File: src/rtl/priority_scan_pkg.sv
// rtl/priority_scan_pkg.sv - shared types and helpers for the priority bit scanner
//
// Contents:
//   scan_state_e : FSM states of the scanner (IDLE, SCAN)
//   scan_order_e : per-word scan order (LSB_FIRST, MSB_FIRST)
//   idx_width()  : width of a binary index into a word of the given width

package priority_scan_pkg;

    typedef enum logic {
        IDLE = 1'b0,
        SCAN = 1'b1
    } scan_state_e;

    typedef enum logic {
        LSB_FIRST = 1'b0,
        MSB_FIRST = 1'b1
    } scan_order_e;

    // Number of bits needed to index any bit of a w-bit word (w >= 2).
    function automatic int unsigned idx_width(input int unsigned w);
        return $clog2(w);
    endfunction

endpackage

File: src/rtl/priority_pick.sv
// rtl/priority_pick.sv - combinational pick of the next set bit of a mask
//
// Ports:
//   mask  in  DATA_W  bits still to be serviced
//   mode  in  1       LSB_FIRST picks the lowest set bit, MSB_FIRST the highest
//   pick  out DATA_W  one-hot selected bit (zero when mask is zero)
//   idx   out IDX_W   binary index of pick (zero when mask is zero)
//   last  out 1       mask holds no set bit other than pick

module priority_pick
    import priority_scan_pkg::*;
#(
    parameter int DATA_W = 16,
    parameter int IDX_W  = idx_width(DATA_W)
) (
    input  logic [DATA_W-1:0] mask,
    input  scan_order_e       mode,
    output logic [DATA_W-1:0] pick,
    output logic [IDX_W-1:0]  idx,
    output logic              last
);

    logic [DATA_W-1:0] rev_mask;
    logic [DATA_W-1:0] lsb_of_mask;
    logic [DATA_W-1:0] lsb_of_rev;
    logic [DATA_W-1:0] msb_pick;

    always_comb begin
        rev_mask = '0;
        for (int i = 0; i < DATA_W; i++) begin
            rev_mask[i] = mask[DATA_W-1-i];
        end
    end

    // Two's complement trick: x & -x keeps only the lowest set bit.
    assign lsb_of_mask = mask & (~mask + DATA_W'(1));

    // Highest set bit = lowest set bit of the reversed word, reversed back.
    assign lsb_of_rev = rev_mask & (~rev_mask + DATA_W'(1));

    always_comb begin
        msb_pick = '0;
        for (int i = 0; i < DATA_W; i++) begin
            msb_pick[i] = lsb_of_rev[DATA_W-1-i];
        end
    end

    assign pick = (mode == MSB_FIRST) ? msb_pick : lsb_of_mask;

    // pick is one-hot or zero, so OR-ing the indices of its set bits encodes it.
    always_comb begin
        idx = '0;
        for (int i = 0; i < DATA_W; i++) begin
            if (pick[i]) begin
                idx = idx | IDX_W'(i);
            end
        end
    end

    assign last = ((mask & ~pick) == '0);

endmodule

File: src/rtl/priority_bit_scanner.sv
// rtl/priority_bit_scanner.sv - emits each set bit of an accepted word as one beat
//
// Ports:
//   clk_i        in  1       clock
//   arstn_i      in  1       asynchronous active-low reset
//   data_i       in  DATA_W  word to scan
//   msb_first_i  in  1       scan order for the word, sampled with data_i
//   data_val_i   in  1       input word valid
//   data_rdy_o   out 1       a word can be accepted this cycle
//   onehot_o     out DATA_W  current set bit, one-hot (zero for an empty word)
//   idx_o        out IDX_W   index of onehot_o (zero for an empty word)
//   empty_o      out 1       current beat belongs to an all-zero word
//   last_o       out 1       current beat is the final beat of the word
//   out_val_o    out 1       output beat valid
//   out_rdy_i    in  1       downstream accepts the beat

module priority_bit_scanner
    import priority_scan_pkg::*;
#(
    parameter int DATA_W = 16,
    parameter int IDX_W  = idx_width(DATA_W)
) (
    input  logic              clk_i,
    input  logic              arstn_i,
    input  logic [DATA_W-1:0] data_i,
    input  logic              msb_first_i,
    input  logic              data_val_i,
    output logic              data_rdy_o,
    output logic [DATA_W-1:0] onehot_o,
    output logic [IDX_W-1:0]  idx_o,
    output logic              empty_o,
    output logic              last_o,
    output logic              out_val_o,
    input  logic              out_rdy_i
);

    scan_state_e       state_q, state_n;
    logic [DATA_W-1:0] mask_q, mask_n;
    scan_order_e       mode_q, mode_n;

    // Holds data_rdy_o low while in reset; set on the first clock after release.
    logic              run_q;

    logic [DATA_W-1:0] pick;
    logic [IDX_W-1:0]  pick_idx;
    logic              pick_last;
    logic              scanning;
    logic              fire;
    logic              accept;

    priority_pick #(
        .DATA_W (DATA_W),
        .IDX_W  (IDX_W)
    ) u_pick (
        .mask (mask_q),
        .mode (mode_q),
        .pick (pick),
        .idx  (pick_idx),
        .last (pick_last)
    );

    // Outputs decode registered state only; data_i never reaches them.
    assign scanning  = (state_q == SCAN);
    assign out_val_o = scanning;
    assign onehot_o  = scanning ? pick : '0;
    assign idx_o     = scanning ? pick_idx : '0;
    assign last_o    = scanning & pick_last;
    assign empty_o   = scanning & (mask_q == '0);

    assign fire       = out_val_o & out_rdy_i;
    // Ready during the final beat lets the next word load with no bubble.
    assign data_rdy_o = run_q & (~scanning | (fire & last_o));
    assign accept     = data_val_i & data_rdy_o;

    always_ff @(posedge clk_i or negedge arstn_i) begin
        if (!arstn_i) begin
            state_q <= IDLE;
            mask_q  <= '0;
            mode_q  <= LSB_FIRST;
            run_q   <= 1'b0;
        end else begin
            state_q <= state_n;
            mask_q  <= mask_n;
            mode_q  <= mode_n;
            run_q   <= 1'b1;
        end
    end

    always_comb begin
        state_n = state_q;
        mask_n  = mask_q;
        mode_n  = mode_q;
        // A new word takes priority: it can only coincide with a final beat.
        if (accept) begin
            state_n = SCAN;
            mask_n  = data_i;
            mode_n  = scan_order_e'(msb_first_i);
        end else if (fire) begin
            if (last_o) begin
                state_n = IDLE;
            end else begin
                mask_n = mask_q & ~pick;
            end
        end
    end

endmodule

File: config.mk
export PLATFORM = sky130hd
export DESIGN_NAME = priority_bit_scanner
export DESIGN_NICKNAME = d
export VERILOG_FILES = /design/src/rtl/priority_scan_pkg.sv /design/src/rtl/priority_pick.sv /design/src/rtl/priority_bit_scanner.sv
export SDC_FILE = /design/constraint.sdc
export NUM_CORES = 1
export LEC_CHECK = 0
export ABC_CLOCK_PERIOD_IN_PS = 3300
export CORE_MARGIN = 3
export CORE_UTILIZATION = 35
export CTS_BUF_LIST = sky130_fd_sc_hd__clkbuf_4
export DETAILED_ROUTE_END_ITERATION = 10
export HOLD_SLACK_MARGIN = 0.06
export SYNTH_ARGS = -nofsm -noshare
export SYNTH_HDL_FRONTEND = slang
export SYNTH_HIERARCHICAL = 1
export SYNTH_SLANG_ARGS = --single-unit
export TNS_END_PERCENT = 20
File: constraint.sdc
create_clock -name clk_i -period 3.3 [get_ports clk_i]
set_input_delay 0.66 -clock clk_i [delete_from_list [all_inputs] [get_ports clk_i]]
set_output_delay 0.66 -clock clk_i [all_outputs]
set_load 0.02 [all_outputs]
==> results of run 1 <==
placed cells by master (no fill, tap or decap), types with 3 or more instances in the layout:
cell	netlist	routed
nand4_1	4	4
dfrtp_2	0	4
nor4_4	1	3
nor3_2	2	4
nor4_1	4	4
nor2_1	8	8
mux2_4	10	10
nand3_1	6	6
dlygate4sd2_1	0	7
nor2b_1	4	3
mux2_2	7	7
clkdlybuf4s50_1	0	28
clkbuf_4	0	3
buf_4	0	58
a21boi_0	17	16
nand2_1	15	14
nand2_2	2	3
dfrtp_1	19	15
o22ai_1	5	4
inv_1	9	9
and2_1	25	25
dlymetal6s2s_1	0	7
cell type report:
cell class | instances | area share
multi-input cells | 158 | 0.4556
inverters | 9 | 0.01194
clock inverters | 1 | 0.002654
well taps | 67 | 0.02963
flip-flops and latches | 19 | 0.1698
clock buffers | 3 | 0.007961
repair buffers | 104 | 0.3224
repair_timing:
item,4_1_cts,5_1_grt
resized for setup,21,27
setup buffers,1,2
setup endpoints to repair,13,17
gates cloned,0,0
pin swaps,2,12
per-layer routing:
metal / vias to the layer above / global-route usage
li1: 921 / -
met1: 926 / 0.2831
met2: 59 / 0.3362
met3: 8 / 0.03286
met4: 0 / 0.04529
met5: - / 0
power groups by stage:
stage	registers [mW]	clock network (mW)	logic (mW)
after floorplan	0.498	0	1.17
after CTS	0.508	0.143	2.29
final	0.521	0.136	2.40
after global routing	0.537	0.149	2.58
after detailed placement	0.495	0	2.30
after global placement	0.495	0	2.30
logic make-up (layout without fill, tap and decap cells):
kind of cell	after synthesis	in the layout	synth area share
AOI/OAI and AO/OA	46	46	0.2016
buffers and inverters	16	117	0.04860
DFF	19	19	0.2716
muxes	17	17	0.1308
other	1	1	0.002142
and+or+nand+nor	94	94	0.3452
synth_stat cells, types with 2 or more instances:
master and instances:
nand3_1 6, nand2_1 15, a211oi_1 3, nand4_1 4, clkbuf_1 4, nor3_2 2
o31ai_1 4, a21oi_1 2, a41oi_1 2, nor2b_1 4, nor4_1 4, or3_1 3
a21boi_0 17, o211ai_1 2, nor3_1 4, mux2_2 7, nand2_2 2, nor2_1 8
and2_2 2, o22ai_1 5, dfrtp_1 19, and2_1 25, mux2_4 10, nor4_2 4
inv_1 9, and3_1 3
worst register-to-register path, cell delays in order, from the launching register on:
cell and delay [ns]:
dfrtp_2 0.45, buf_4 0.15, nor4_4 0.25, nand3_2 0.17, or3_4 0.36, and3_4 0.18, a221oi_2 0.17, and3_4 0.23
a21bo_4 0.12, buf_4 0.09, nor2b_4 0.15, buf_12 0.18, mux2_2 0.35
final timing paths:
| check | startpoint | end | slack [ns] | cells past startpoint |
|---|---|---|---|---|
| max | mask_q[9] | data_rdy_o | 0.002 | 10 |
| min | run_q | out_val_o | 0.56 | 2 |
| max reg2reg | mask_q[9] | mask_q[10] | 0.35 | 12 |
| min reg2reg | run_q | out_val_o | 0.56 | 2 |
| max in group asynchronous | arstn_i | mask_q[7] | 1.79 | 1 |
| min in group asynchronous | arstn_i | mask_q[12] | 0.86 | 1 |
sequential cells by signal (all words and copies together) (netlist names):
signal     flops
run_q          1
mask_q        16
out_val_o      1
mode_q         1
per-stage QoR:
stage	area [µm²]	TNS [ns]	hold slack [ns]	total power [mW]
2_1_floorplan	1750	0	0.3644	1.671
3_3_place_gp	2664	-0.1758	0.5199	2.797
3_5_place_dp	2664	-0.1788	0.5368	2.797
4_1_cts	2730	-0.2281	0.5694	2.938
5_1_grt	2829	-0.7080	0.6037	3.264
6_report	2829	0	0.5590	3.058
==> flow_results.org, run 1 <==
** Placement
- Prior to clock tree synthesis, the placed netlist has a worst setup slack of -0.1696 ns.
- Port bufs :: 44
- Once placement completed, the tool counted placed cells totaling 354.
- Once detailed placement completed, the half-perimeter wirelength came to 4693 µm.
- The congestion estimate from routability-driven global placement came to 0.9427.

** Setup path
- Buf+Inv Stages, Crit Path :: 2
- The slowest stage of the critical path is the dfrtp_2 cell.
- Most Frequent Cell on Critical Path :: and3_4
- Highest net fanout along the worst path :: 5
- Category of cells accounting for the largest share of critical-path delay :: simple AND/OR/NAND/NOR gates
- Setup crit end kind :: output port
- Sequence of cells on the critical path :: buf_4 -> nor4_4 -> nand3_2 -> or3_4 -> and3_4 -> a221oi_2 -> and3_4 -> a21bo_4 -> and2_2 -> buf_6
- The critical path is of the reg2out type.
- Critical path required time :: 2.64 ns
- Data arrives at the worst endpoint at 2.64 ns.
- On the worst path, the slowest cell contributes a delay of 0.45 ns.
- The worst setup path is launched from a flop.

** Drt
- Post-route DRC :: 0
- Final Routed Wirelength :: 6064 µm
- Metal1 wirelength :: 2725 µm
- The detail route stage leaves a number of antenna-violating nets equal to 0.
- The highest metal layer carrying signal wires in the routed design is met4.
- For this run, the detailed router's first-pass iteration total came to 4.
- Detailed routing inserted a total of 1,914 vias.
- Wire segments on met3 add up to 372 µm in the final route.
- Wire length per cell after detailed routing :: 16.80 µm
- Summed over all nets, wire length on met2 after detailed routing comes to 2857 µm.
- After the first detailed-routing iteration, the DRC count stood at 122.
- Detailed-route vias per instance :: 5.302

** Logic synthesis
- Of all flip-flops after synthesis, the portion carrying an async set or reset was 1.000.
- In the post-synthesis netlist, the biggest area contributors are dfrtp_1 27%, and2_1 8.9%, mux2_4 8.6%, a21boi_0 7.3%, mux2_2 4.5%.
- After synthesis the netlist holds a flip-flop and latch count of 19.
- Area leader, netlist :: dfrtp_1
- Yosys mapped a number of flops with a built-in enable equal to 0.
- The cell area that synthesis handed to floorplanning was 0.001750 mm².
- Avg Cell Area, Syn :: 9.070 µm²
- Predominant post-synthesis flop cell :: dfrtp_1
- Share of Yosys cell area claimed by the top area cell type :: 0.2716
- Yosys printed 6 warnings.
- The number of nets handed over by synthesis was 214.
- For this run, the register share of the synthesized area comes to 0.2716.
- Count of distinct cell types in the synthesized netlist :: 49
- Number of instances in the synthesized netlist :: 193

** Flow run
- Across the run, the number of max-cap violations was 0.

** Clocking
- The cell sitting at the root of the clock tree is a clkbuf_4.
- Clock Pin Slew Worst Setup and Hold Paths :: 0.13 ns
- TritonCTS built the clock tree.
- Number of clock sinks :: 19
- Quantity of hold-fixing buffers added after cts :: 0
- TritonCTS created 3 clock buffers.
- Max Buffers Root-to-Sink :: 2
- Clock Latency Late Sink :: 0.31 ns
- In this run the number of H-tree levels came out at 1.

** Timing
- RSZ-0062 raised after global routing :: true
- Min cycle time layout :: 3.298 ns
- In the finished design, the share of the clock period the worst path needs comes to 0.9993.
- The number of failing hold endpoints at the final stage is 0.
- The clock arrives with 0.001768 ns of skew.
- The final count of pins violating max slew was 0.
- Timing would allow up to 0.3033 GHz.
- Finish-stage setup viols :: 0
- In this run the tightest slew margin relative to its limit is 0.3567.
- Setup slack on the critical path of the routed design comes to 0.002447 ns.
- Actual transition at the worst max-transition pin :: 0.9620 ns

** Power and ir drop
- Net switching power :: 1.423 mW
- Part of the power in combinational logic :: 0.785
- Switching Fraction :: 0.4653
- Power density over cell area :: 1081 mW/mm²
- The internal portion of the total power is 1.635 mW.
- IR analysis of the VDD net gives a maximum drop of 0.0005266 V.
- Summed over all cells, the static leakage comes to 1.340 nW.
- Share of power burned in registers :: 0.170
- Clock power frac :: 0.044

** Die
- Core Footprint :: 0.004786 mm²
- From bottom edge to top edge, the die measures 76.72 µm.
- The initial utilization of the core area, before any placement, comes to 0.3658.
- X dimension of the die :: 76.72 µm
- Pin placement for this block handled 45 I/O pins.
- Area of the die :: 0.005886 mm²
- In this run the core area contains 25 standard-cell rows.

** Outcome
- Result of the run :: completed

** Global routing
- Pin count of the biggest net entering global routing :: 25
- Overflow after GRT :: 0
- First-pass GRT wire length :: 9591 µm
- Vias in the first global route :: 1,862
- Across every metal layer, demand over resource in global routing totals 0.2052.
- The initial antenna violation count came to 0.

** Finish
- Once layout is complete, the utilization of the core stands at 0.5911.
- The final layout contains 316 nets.
- 0 antenna diodes ended up in the layout.
- Cell Count, Final, Fillers Out :: 361
- Area occupied by multi-input gates :: 0.001289 mm²
- Summing all flip-flop and latch instances after layout gives 480.5 µm².
- Fraction of layout instances using a drive strength above 1 :: 0.4014
- Area growth, synth to finish :: 61.62%
- Fill cells in the final layout number 445.

** Worst hold path
- The tightest min-delay check is of the reg2reg type.
Note: power is estimated with default switching activity, not from simulation.
==> run 2, diff against run 1 <==
ABC_CLOCK_PERIOD_IN_PS = 3580   (was 3300)
DONT_BUFFER_PORTS = 1   (was unset)
REMOVE_ABC_BUFFERS = 1   (was unset)
clock period = 3.58 ns   (was 3.3 ns; I/O delays follow)
==> flow_results.org, run 2 (same netlist as run 1, synthesis figures left out) <==
** Outcome
- Result of the run :: completed

** Finish
- Top library cells by usage in the layout, fill and taps aside :: 25 x and2_1, 17 x a21boi_0, 15 x nand2_1, 15 x dfrtp_1, 10 x mux2_4
- Leaving out fill and tap cells, the most frequent cell in the layout is and2_1.
- The number of flip-flops under the largest register name is 16 (unchanged).
- The post-route cell area is 0.001888 mm² (-33%).
- Fraction of layout instances using a drive strength above 1 :: 0.2462 (-0.1552)
- The net count reported at finish is 217 (-31%).
- The area growth from synthesis to layout is 7.863%.
- Number of antenna diodes :: 0 (unchanged)
- The register with the most flip-flops in the final layout is mask_q.

** Global routing
- First-pass GRT wire length :: 8369 µm (-13%)
- The initial antenna violation count came to 0 (unchanged).
- Pin count of the biggest net entering global routing :: 25 (unchanged)
- The total congestion overflow is 0 (unchanged).
- The global router's overall resource usage was 0.1744 (-0.03080).
- The via count of the first global-routing pass came to 1,585 (-15%).

** Clocking
- Clock Pin Slew Worst Setup and Hold Paths :: 0.12 ns (about the same)
- The clock tree buffer depth was 2 (unchanged).
- The tree is rooted in a clkbuf_4.
- The cts-stage hold buffer count came to 0 (unchanged).
- The total number of clock tree sinks was 19 (unchanged).
- The count of instances resized after the clock tree is built is 0 (-100%).
- Clock tree from TritonCTS :: yes
- The insertion delay to the later sink of the worst-skew pair was 0.30 ns (about the same).
- The number of clock buffers inserted by TritonCTS is 3 (unchanged).
- H-Tree Depth :: 1 (unchanged)
- Post-CTS Setup Inserts :: 0 (-1)

** Timing
- Max-slew violation count :: 0 (unchanged)
- Final count of hold timing violations :: 0 (unchanged)
- RSZ-0062 raised after global routing :: false
- Finish-stage setup viols :: 0 (unchanged)
- Final worst-path cycle share :: 0.9609
- The total negative slack for setup checks is 0 ns (unchanged).
- The worst clock skew came to 0.01237 ns (+0.01060 ns).
- Achievable Freq :: 0.2907 GHz
- Actual transition at the worst max-transition pin :: 0.5476 ns (-0.4144 ns)
- The routed design could run at a clock period as short as 3.440 ns.
- The final worst setup slack is 0.1398 ns (+0.1374 ns).
- Headroom to the max-slew limit :: 0.6349 (+0.2783)

** Setup path
- The worst register-to-register path begins at mask_q[11].
- The worst reg-to-reg path cell count was 10 (-2).
- Critical path required time :: 2.86 ns (+0.22 ns)
- Highest net fanout along the worst path :: 8 (+3)
- STA classifies the critical path startpoint as a flop.
- Critical path start-end classification :: reg2out
- The worst setup path is captured at an output port.
- Arrival time reported for the critical path endpoint :: 2.72 ns (+0.08 ns)
- Setup slack of the most critical reg-to-reg path :: 0.46 ns (+0.11 ns)
- Reg2Reg Capture Point :: mask_q[0]

** Power and ir drop
- Cell-internal power :: 923.9 µW (-44%)
- Clock power frac :: 0.060 (+0.016)
- Switching Fraction :: 0.5431 (+0.07782)
- The share of power burned in combinational logic came to 0.660 (-0.125).
- Leak :: 0.7348 nW (-45%)
- Net switching power :: 1.098 mW (-23%)
- The relative contribution of sequential cells to total power was 0.280 (+0.110).
- The maximum ir drop on the vdd rail was 0.0005679 V (+7.9%).
- Power density over cell area :: 1071 mW/mm² (-0.94%)

** Die
- Site Rows :: 25 (unchanged)
- X dimension of the die :: 76.72 µm (unchanged)
- Effective utilization at floorplan :: 0.3658 (unchanged)
- The standard cell core area is 0.004786 mm² (unchanged).
- The area enclosed by the die boundary was 0.005886 mm² (unchanged).
- Chip Height :: 76.72 µm (unchanged)
- The number of primary I/O pins was 45 (unchanged).

** Drt
- Wire length per cell after detailed routing :: 18.93 µm (+13%)
- The number of vias in the routed layout came to 1,531 (-20%).
- The per-cell via count in the routed design came to 5.844 (+10%).
- The length of the first detailed-routing pass in iterations came to 4 (unchanged).
- Antenna violation net count after detailed routing :: 0 (unchanged)
- Final Routed Wirelength :: 4960 µm (-18%)
- The initial detailed-routing violation count was 123 (+0.82%).
- Post-route DRC :: 0 (unchanged)

** Flow run
- Maxcap violations :: 0 (unchanged)

** Placement
- The number of buffers inserted by port buffering came to 0 (-100%).
- RD Place Congestion :: 0.9830 (+4.3%)
- HPWL reported at the end of detailed placement :: 3643 µm (-22%)
- The area after detailed placement is 0.001821 mm² (-32%).
- The placement-stage worst setup slack came to 0.4238 ns (+0.5934 ns).

** Worst hold path
- In this run the worst hold path is classified as in2async.
-- run 2: cell types whose count changed in the layout (fill, tap and decap cells not counted), moves of 2 or more --
cell,before,now
clkdlybuf4s50_1,28,0
o31ai_2,2,0
nor3_1,1,4
buf_6,2,0
nor3_2,4,2
dlymetal6s2s_1,7,0
dlygate4sd2_1,7,0
buf_4,58,5
o31ai_1,2,4
-- run 2: stage by stage --
stage	hold WS (ns)	cells	utilization	power, mW
detailed placement	0.4210	258	0.3804	1.815
global route	0.06189	262	0.3945	2.186
CTS	0.06518	262	0.3867	1.952
finish	0.08287	262	0.3945	2.022
floorplan	0.4204	186	-	1.517
global placement	0.4210	258	0.3804	1.833
-- run 2: metal layers --
layer  up-vias  global-route usage  share of wire
li1        723                   -              -
met1       711              0.2438           0.47
met2        87              0.2666           0.44
met3        10             0.03991          0.070
met4         0             0.05254          0.022
met5         -                   0              0
-- run 2: worst max-delay path by stage --
stage	slack [ns]	cells after the start	start	end
3_3_place_gp	0.43	8	mode_q	data_rdy_o
4_1_cts	0.07	8	mode_q	data_rdy_o
6_report	0.14	8	mask_q[11]	data_rdy_o
5_1_grt	0.005	8	mask_q[11]	data_rdy_o
3_5_place_dp	0.42	10	mode_q	mask_q[13]
2_1_floorplan	0.72	9	mask_q[10]	mask_q[0]
-- run 2: power by group through the flow --
stage	registers [mW]	clock network, mW	logic, mW
after floorplan	0.486	0	1.03
after global placement	0.538	0	1.29
after detailed placement	0.536	0	1.28
after CTS	0.534	0.130	1.29
after global routing	0.599	0.137	1.45
final	0.567	0.122	1.33
-- run 2: layout make-up --
class	count	area [µm²]
fillers	490	2898
multi-input cells	158	1222
flip-flops and latches	19	480.5
well taps	67	83.83
repair buffers	5	37.54
inverters	9	33.78
clock buffers	4	30.03
-- run 2: critical path: stages (launching register included) --
cell	delay, ns
dfrtp_1	0.53
nor4_4	0.34
nand3_2	0.18
or3_1	0.38
and3_4	0.22
a221oi_2	0.18
and3_1	0.22
a21bo_2	0.16
and2_2	0.20
